[config.mk]
export PLATFORM = sky130hd
export DESIGN_NAME = fifo_wr_packetizer
export DESIGN_NICKNAME = d
export VERILOG_FILES = /design/src/rtl/fifo_wr_packetizer.sv
export SDC_FILE = /design/constraint.sdc
export NUM_CORES = 1
export LEC_CHECK = 0
export ABC_AREA = 1
export CAP_MARGIN = 20
export CORE_MARGIN = 2
export CORE_UTILIZATION = 50
export DETAILED_ROUTE_END_ITERATION = 8
export PLACE_DENSITY = 0.7
export SLEW_MARGIN = 20
export SYNTH_ARGS = -nofsm -noshare
export SYNTH_HDL_FRONTEND = slang
export SYNTH_SLANG_ARGS = --single-unit
[constraint.sdc]
create_clock -name clk_w -period 4.8 [get_ports clk_w]
set_input_delay 0.96 -clock clk_w [delete_from_list [all_inputs] [get_ports clk_w]]
set_output_delay 0.96 -clock clk_w [all_outputs]
set_load 0.02 [all_outputs]
[src/rtl/fifo_wr_packetizer.sv]
// Write-side framing stage: buffers 32-bit source words into a packet, then emits
// length header, payload bytes (MSB first) and an 8-bit checksum into the byte FIFO.
module fifo_wr_packetizer #(
    parameter int MAX_LEN = 16
) (
    input  logic        clk_w,
    input  logic        rst,
    input  logic        s_valid,
    output logic        s_ready,
    input  logic [31:0] s_data,
    input  logic        s_last,
    input  logic        fifo_full,
    output logic        fifo_wr_en,
    output logic [7:0]  fifo_din,
    output logic        busy,
    output logic [7:0]  pkt_count
);
    localparam int AW  = (MAX_LEN > 1) ? $clog2(MAX_LEN) : 1;
    localparam int BW  = AW + 2;
    localparam int WCW = $clog2(MAX_LEN + 1);

    typedef enum logic [1:0] {COLLECT, HDR, PAYLOAD, CSUM} state_t;
    state_t state, state_nxt;

    logic [31:0]    buffer [MAX_LEN];
    logic [WCW-1:0] wcnt;
    logic [BW-1:0]  bidx;
    logic [7:0]     len;
    logic [7:0]     checksum;
    logic [31:0]    cur_word;
    logic [7:0]     cur_byte;
    logic           word_acc;
    logic           closing;
    logic           byte_acc;
    logic           last_byte;

    // A packet closes on s_last or when the buffer holds MAX_LEN words.
    assign word_acc  = s_valid && s_ready;
    assign closing   = word_acc && (s_last || wcnt == WCW'(MAX_LEN - 1));
    assign byte_acc  = fifo_wr_en;
    assign cur_word  = buffer[bidx[BW-1:2]];
    assign last_byte = (bidx[1:0] == 2'd3) && (8'(bidx[BW-1:2]) == len - 8'd1);

    always_comb begin
        cur_byte = cur_word[31:24];
        case (bidx[1:0])
            2'd0: cur_byte = cur_word[31:24];
            2'd1: cur_byte = cur_word[23:16];
            2'd2: cur_byte = cur_word[15:8];
            2'd3: cur_byte = cur_word[7:0];
            default: cur_byte = cur_word[31:24];
        endcase
    end

    always_ff @(posedge clk_w or posedge rst) begin
        if (rst) state <= COLLECT;
        else     state <= state_nxt;
    end

    always_comb begin
        state_nxt = state;
        case (state)
            COLLECT: if (closing)               state_nxt = HDR;
            HDR:     if (byte_acc)              state_nxt = PAYLOAD;
            PAYLOAD: if (byte_acc && last_byte) state_nxt = CSUM;
            CSUM:    if (byte_acc)              state_nxt = COLLECT;
            default:                            state_nxt = COLLECT;
        endcase
    end

    always_comb begin
        s_ready    = (state == COLLECT) && !rst;
        busy       = (state != COLLECT);
        fifo_wr_en = 1'b0;
        fifo_din   = 8'h00;
        case (state)
            HDR: begin
                fifo_wr_en = !fifo_full;
                fifo_din   = len;
            end
            PAYLOAD: begin
                fifo_wr_en = !fifo_full;
                fifo_din   = cur_byte;
            end
            CSUM: begin
                fifo_wr_en = !fifo_full;
                fifo_din   = checksum;
            end
            default: begin
                fifo_wr_en = 1'b0;
                fifo_din   = 8'h00;
            end
        endcase
    end

    // Buffer contents need no reset: wcnt restarts at 0 and overwrites them.
    always_ff @(posedge clk_w) begin
        if (word_acc) buffer[wcnt[AW-1:0]] <= s_data;
    end

    always_ff @(posedge clk_w or posedge rst) begin
        if (rst) begin
            wcnt      <= '0;
            bidx      <= '0;
            len       <= 8'h00;
            checksum  <= 8'h00;
            pkt_count <= 8'h00;
        end else begin
            if (word_acc) begin
                wcnt <= wcnt + 1'b1;
                if (closing) len <= 8'(wcnt) + 8'd1;
            end
            if (state == PAYLOAD && byte_acc) begin
                bidx     <= bidx + 1'b1;
                checksum <= checksum + cur_byte;
            end
            if (state == CSUM && byte_acc) begin
                pkt_count <= pkt_count + 8'd1;
                wcnt      <= '0;
                bidx      <= '0;
                checksum  <= 8'h00;
            end
        end
    end
endmodule

==> After elaboration in Yosys (flattened, before gate mapping) <==
Memory sizes are Yosys's and may differ from the RTL's.
Cells that the tools add are included.
{ "word_totals": {"inputBits": 37, "regBits": 37, "memories": 1, "wordCells": 59, "latchBits": 0, "output_inout_bits": 19, "mem_bits_rw": 512, "rom_bits": 0} }
{ "mem_list": {"columns": ["memory", "depth", "width", "rd", "rd_clocked_by_memory_dff", "write_ports", "line_no", "text"], "rows": [
  ["buffer", 16, 32, 1, 0, 1, "25", "logic [31:0] buffer [MAX_LEN];"]
]} }
{ "classes": {"shift": 0, "div_mod_pow": 0, "n_bitwise": 0, "muxes": 16, "multipliers": 0, "n_reduce_logical": 18, "n_lt_le_gt_ge": 0, "add_sub_neg": 6, "n_eq_ne": 12} }
{ "ops": {"columns": ["operator", "n"], "rows": [
  ["8-bit case mux with 4 select lines", 1],
  ["8-bit case mux with 3 select lines", 1],
  ["8-bit 2-to-1 mux", 2],
  ["6-bit 2-to-1 mux", 2],
  ["5-bit 2-to-1 mux", 2],
  ["8-bit by 1-bit adder with 8-bit output (second input constant)", 1],
  ["8-bit adder", 1],
  ["2-bit == test (second input constant)", 4],
  ["4-bit by 8-bit == test with 1-bit output", 1],
  ["2-bit 2-to-1 mux", 4],
  ["2-bit inequality test (second input constant)", 4],
  ["2-bit case mux with 4 select lines", 1],
  ["8-bit by 1-bit subtractor with 8-bit output (second input constant)", 1],
  ["1-bit logical AND", 7],
  ["5-bit by 1-bit adder with 6-bit output (second input constant)", 1],
  ["6-bit by 1-bit adder with 6-bit output (second input constant)", 1],
  ["2-bit nonzero test", 3],
  ["5-bit by 1-bit adder with 5-bit output (second input constant)", 1],
  ["5-bit by 4-bit == test with 1-bit output (second input constant)", 1],
  ["2-bit by 1-bit == test with 1-bit output (second input constant)", 2],
  ["2-bit zero test", 2],
  ["4-bit AND reduction", 1],
  ["1-bit 2-to-1 mux", 3],
  ["3-bit OR reduction", 1],
  ["other kinds (3)", 4]
]} }

==> Longest topological paths before layout <==
{ "logic_depth": {"depth_word": 6, "ltp_mapped": 27} }

==> Worst setup path after synthesis <==
OpenSTA, ideal clock, no wires.
{ "synth_path": {"path_type": "input to register", "start": "in rst", "end": "mem buffer[11][0] (enable)", "slack_ns": 0.584, "arrival_time_ns": 3.755, "n_path_buf": 0, "setup_ns": 0.461, "required_ns": 4.339, "cell_stages": 3, "cell_sequence": "nor2_1 nand2_1 nor3_1"} }
{ "synth_via": {"elab_chain_cells": 5} }
{ "synth_rtl": {"columns": ["element", "line_no", "text"], "rows": [
  ["start, declared", "7", "input logic rst,"],
  ["1-bit zero test (no line)", null, null],
  ["1-bit logical AND", "72", "s_ready = (state == COLLECT) && !rst;"],
  ["1-bit logical AND", "38", "assign word_acc = s_valid && s_ready;"],
  ["1-bit 2-to-1 mux", "98", "if (word_acc) buffer[wcnt[AW-1:0]] <= s_data;"],
  ["1-bit 2-to-1 mux (not written as such)", "98", null],
  ["end, declared", "25", null]
]} }
Every way passes these cells.

==> Worst setup path in the final report <==
{ "layout_path": {"start": "reg bidx[3]", "end": "out fifo_din[2]"} }
{ "layout_via": {"elab_chain_cells": 3} }
{ "layout_rtl": {"columns": ["element", "line_no", "text"], "rows": [
  ["start, declared", "27", "logic [BW-1:0] bidx;"],
  ["start signal, assigned", "114", "bidx <= bidx + 1'b1;"],
  ["memory read 16 x 32 bit", null, null],
  ["8-bit case mux with 4 select lines", "46", "case (bidx[1:0])"],
  ["8-bit case mux with 3 select lines", "76", "case (state)"],
  ["end, declared", "14", "output logic [7:0] fifo_din,"]
]} }
Every way passes these cells.

==> flow_summary.yaml <==
run_status:
  run_status: "finished, final reports clean"
critical_path:
  worst_ep_arrival_time_ps: 3620
  r2r_cells: 20
  cp-start-kind: "flip-flop"
  critPathKind: "reg -> out"
  r2r-start: "bidx[3]$_DFFE_PP0P_"
  crit_fanout: 39
  cp.required_ps: 3840
  path_common_cell: "nand2_1"
  crit_chain: "inv_4 > buf_12 > o21ai_0 > o211ai_1 > nand3_1 > nand2_1 > nand2_1 > nand3_1 > nand2_1 > nand2_2 > nand2_1 > a21oi_1 > clkdlybuf4s50_1"
  crit_path_end: "fifo_din[2]"
  slowest_delay_ps: 640
  setup.worst_path.end_class: "output pin"
  setup.worst_path.start: "bidx[3]$_DFFE_PP0P_"
  r2r_setup_slack_ps: 1140
  r2r-end: "checksum[6]$_DFFE_PP0P_"
  crit_slowest_cell: "clkdlybuf4s50_1"
routing:
  route.detailed.drc: 0
  vias_per_cell: 5.77
  ant_nets: 0
  first_pass_iters: 5
  wl_um: 55800
  route.vias.total: 15000
  drt_iter0_drc: 1735
  wl_per_cell_um: 21.5
layout:
  area_delta_synth_final_pct: 13.5
  final_cell_mix: "512 x edfxtp_1, 305 x nand2_1, 277 x nor2_1, 187 x o21ai_0, 131 x nand3_1"
  final_common_cell: "edfxtp_1"
  drive_gt1_frac: 0.0773
  num-nets-final: 2008
  stdcell_area_um2: 26000
timing:
  rsz0062_at_grt: "no"
  worstMarginPinSlew_ps: 949
  fmax_mhz: 218
  fin_hold_ws_ps: 483
  slew_headroom: 0.365
  fin_setup_tns_ps: 0
  period_minus_slack_ps: 4580
  clock_skew_ps: 14.7
  fin_crit_sh: 0.955
  hold_violations: 0
  final_max_slew_viol_count: 0
  setup_viol: 0
clock_network:
  cts_sinks: 547
  clk_pin_slew_ps: 60
  root_buffer: "clkbuf_16"
  cts_max_level: 2
  insertion_delay_ps: 610
  cts_tree: "yes"
  clk_path_buf_depth: 3
  cts_buffers: 54
grt:
  overflow: 0
  grt_usage: 0.239
  grt_pass1_vias: 14700
  antenna_found_initial: 1
  grt_pass1_wl_um: 85500
  grt_max_degree: 82
die:
  num_rows: 78
  die_area_um2: 47500
  initial_core_util: 0.506
  die_h_um: 218
  io_pins: 56
  dieWidth_um: 218
  core-area_um2: 45300
yosys:
  syn_area_um2: 22900
  synth_cell_type_count: 37
  netlist_instances: 1902
  syn_nets: 1963
  ys_ff_latch: 547
  ys_warn_count: 0
  synth_seq_area_share: 0.709
  synth.avg_cell_area_um2: 12.0
job:
  cap_violations: 0
placed_design:
  dpl.hpwl_um: 30400
  postPlaceCellArea_um2: 24200
  place.gp.congestion: 0.905
  portBuffers: 55
power_and_ir_drop:
  p_per_area_nw_per_um2: 433
  vdd_ir_drop_max_mv: 0.375
  netSwitchingFraction: 0.265
  pwr-share-seq: 0.484
  internal-power_mw: 8.28
  p_comb_frac: 0.149
  pwr-share-clk: 0.367
  p_sw_mw: 2.98
  power.leakage_nw: 9.09
worst_hold_path:
  min_path_type: "reg -> reg"
  worstHoldPathCells: 1
## routing by layer
layer,track usage,vias up,routed length (um)
met5,0,-,15
met4,0.102,2,2090
met3,0.0393,129,4490
met2,0.377,621,26100
met1,0.329,7329,23200
li1,-,6870,-
## sequential cells by signal, indices dropped and copies added (netlist names)
name,cells
state,2
wcnt,5
pkt_count,8
len,6
buffer,512
checksum,8
bidx,6
## logic make-up (layout without fill, tap and decap cells)
kind of cell | count (synthesis) | after routing | share of synthesized area
DFF | 547 | 547 | 0.709
xor gates and xnor gates | 16 | 16 | 0.00612
AOI/OAI and AO/OA | 372 | 372 | 0.0972
and+or+nand+nor | 738 | 738 | 0.129
other | 0 | 1 | 0
buffers and inverters | 205 | 294 | 0.0446
adders and majority gates | 24 | 24 | 0.0134
## through the flow
| stage | setup slack (ps) | cells | util | total power [mW] |
|---|---|---|---|---|
| global route | 6.63 | 2591 | 0.574 | 11.7 |
| detailed placement | 814 | 2488 | 0.535 | 7.20 |
| finish | 218 | 2592 | 0.574 | 11.3 |
| global placement | 823 | 2488 | 0.535 | 7.15 |
| floorplan | 584 | 1902 | - | 6.60 |
| CTS | 130 | 2588 | 0.573 | 11.3 |
## worst max-delay path, delay by kind of cell (launching register included)
kind,cells,cell delay [ps]
flops,1,610
simple gates,7,730
compound gates,3,550
buf+inv,3,1080
## synthesized netlist by cell type, drive strengths merged
cell    number  share of area
a22oi        7         0.0023
o311ai       5         0.0019
a221oi       1        0.00038
fa           1        0.00087
nor2       289          0.047
clkinv       2        0.00033
a32o         9         0.0039
nand3      131          0.029
ha          23          0.013
o211ai      93          0.030
buf         78          0.024
xor2        11         0.0042
a31oi        1        0.00027
dfrtp       35          0.038
nor3         6         0.0013
edfxtp     512           0.67
xnor2        5         0.0019
clkbuf      35         0.0057
a211oi       3        0.00098
o41ai        1        0.00038
nand4        3        0.00082
o21ai      193          0.042
nor4         2        0.00055
nand2      307          0.051
inv         90          0.015
a21oi       50          0.012
o22ai        9         0.0025
## power groups by stage
stage	Combinational [mW]	Clock (mW)	Sequential, mW
after floorplan	1.05	0	5.55
after global placement	1.61	0	5.54
after detailed placement	1.65	0	5.55
after CTS	1.66	4.19	5.45
after global routing	1.86	4.36	5.46
final	1.68	4.13	5.45
## worst min path at each step
stage / end / start
2_1_floorplan: checksum[6]$_DFFE_PP0P_ / checksum[6]$_DFFE_PP0P_
3_3_place_gp: pkt_count[7]$_DFFE_PP0P_ / pkt_count[7]$_DFFE_PP0P_
3_5_place_dp: pkt_count[6]$_DFFE_PP0P_ / pkt_count[6]$_DFFE_PP0P_
4_1_cts: pkt_count[6]$_DFFE_PP0P_ / pkt_count[6]$_DFFE_PP0P_
5_1_grt: pkt_count[7]$_DFFE_PP0P_ / pkt_count[7]$_DFFE_PP0P_
6_report: pkt_count[7]$_DFFE_PP0P_ / pkt_count[7]$_DFFE_PP0P_
## area by class of cell
class | instances | area (um2)
Antenna cell | 1 | 2.50
Multi-Input combinational cell | 1150 | 5740
Tap cell | 600 | 751
Timing Repair Buffer | 102 | 1150
Clock inverter | 38 | 359
Inverter | 92 | 355
Sequential cell | 547 | 16300
Clock buffer | 62 | 1380
Fill cell | 3611 | 19300
## repair_timing
item                                    4_1_cts  5_1_grt
gates resized for setup                       0        6
endpoints found under the setup margin        0        5
buffers inserted                              0        3
hold buffers                                  0        0
Power figures use the tool's default switching activity.
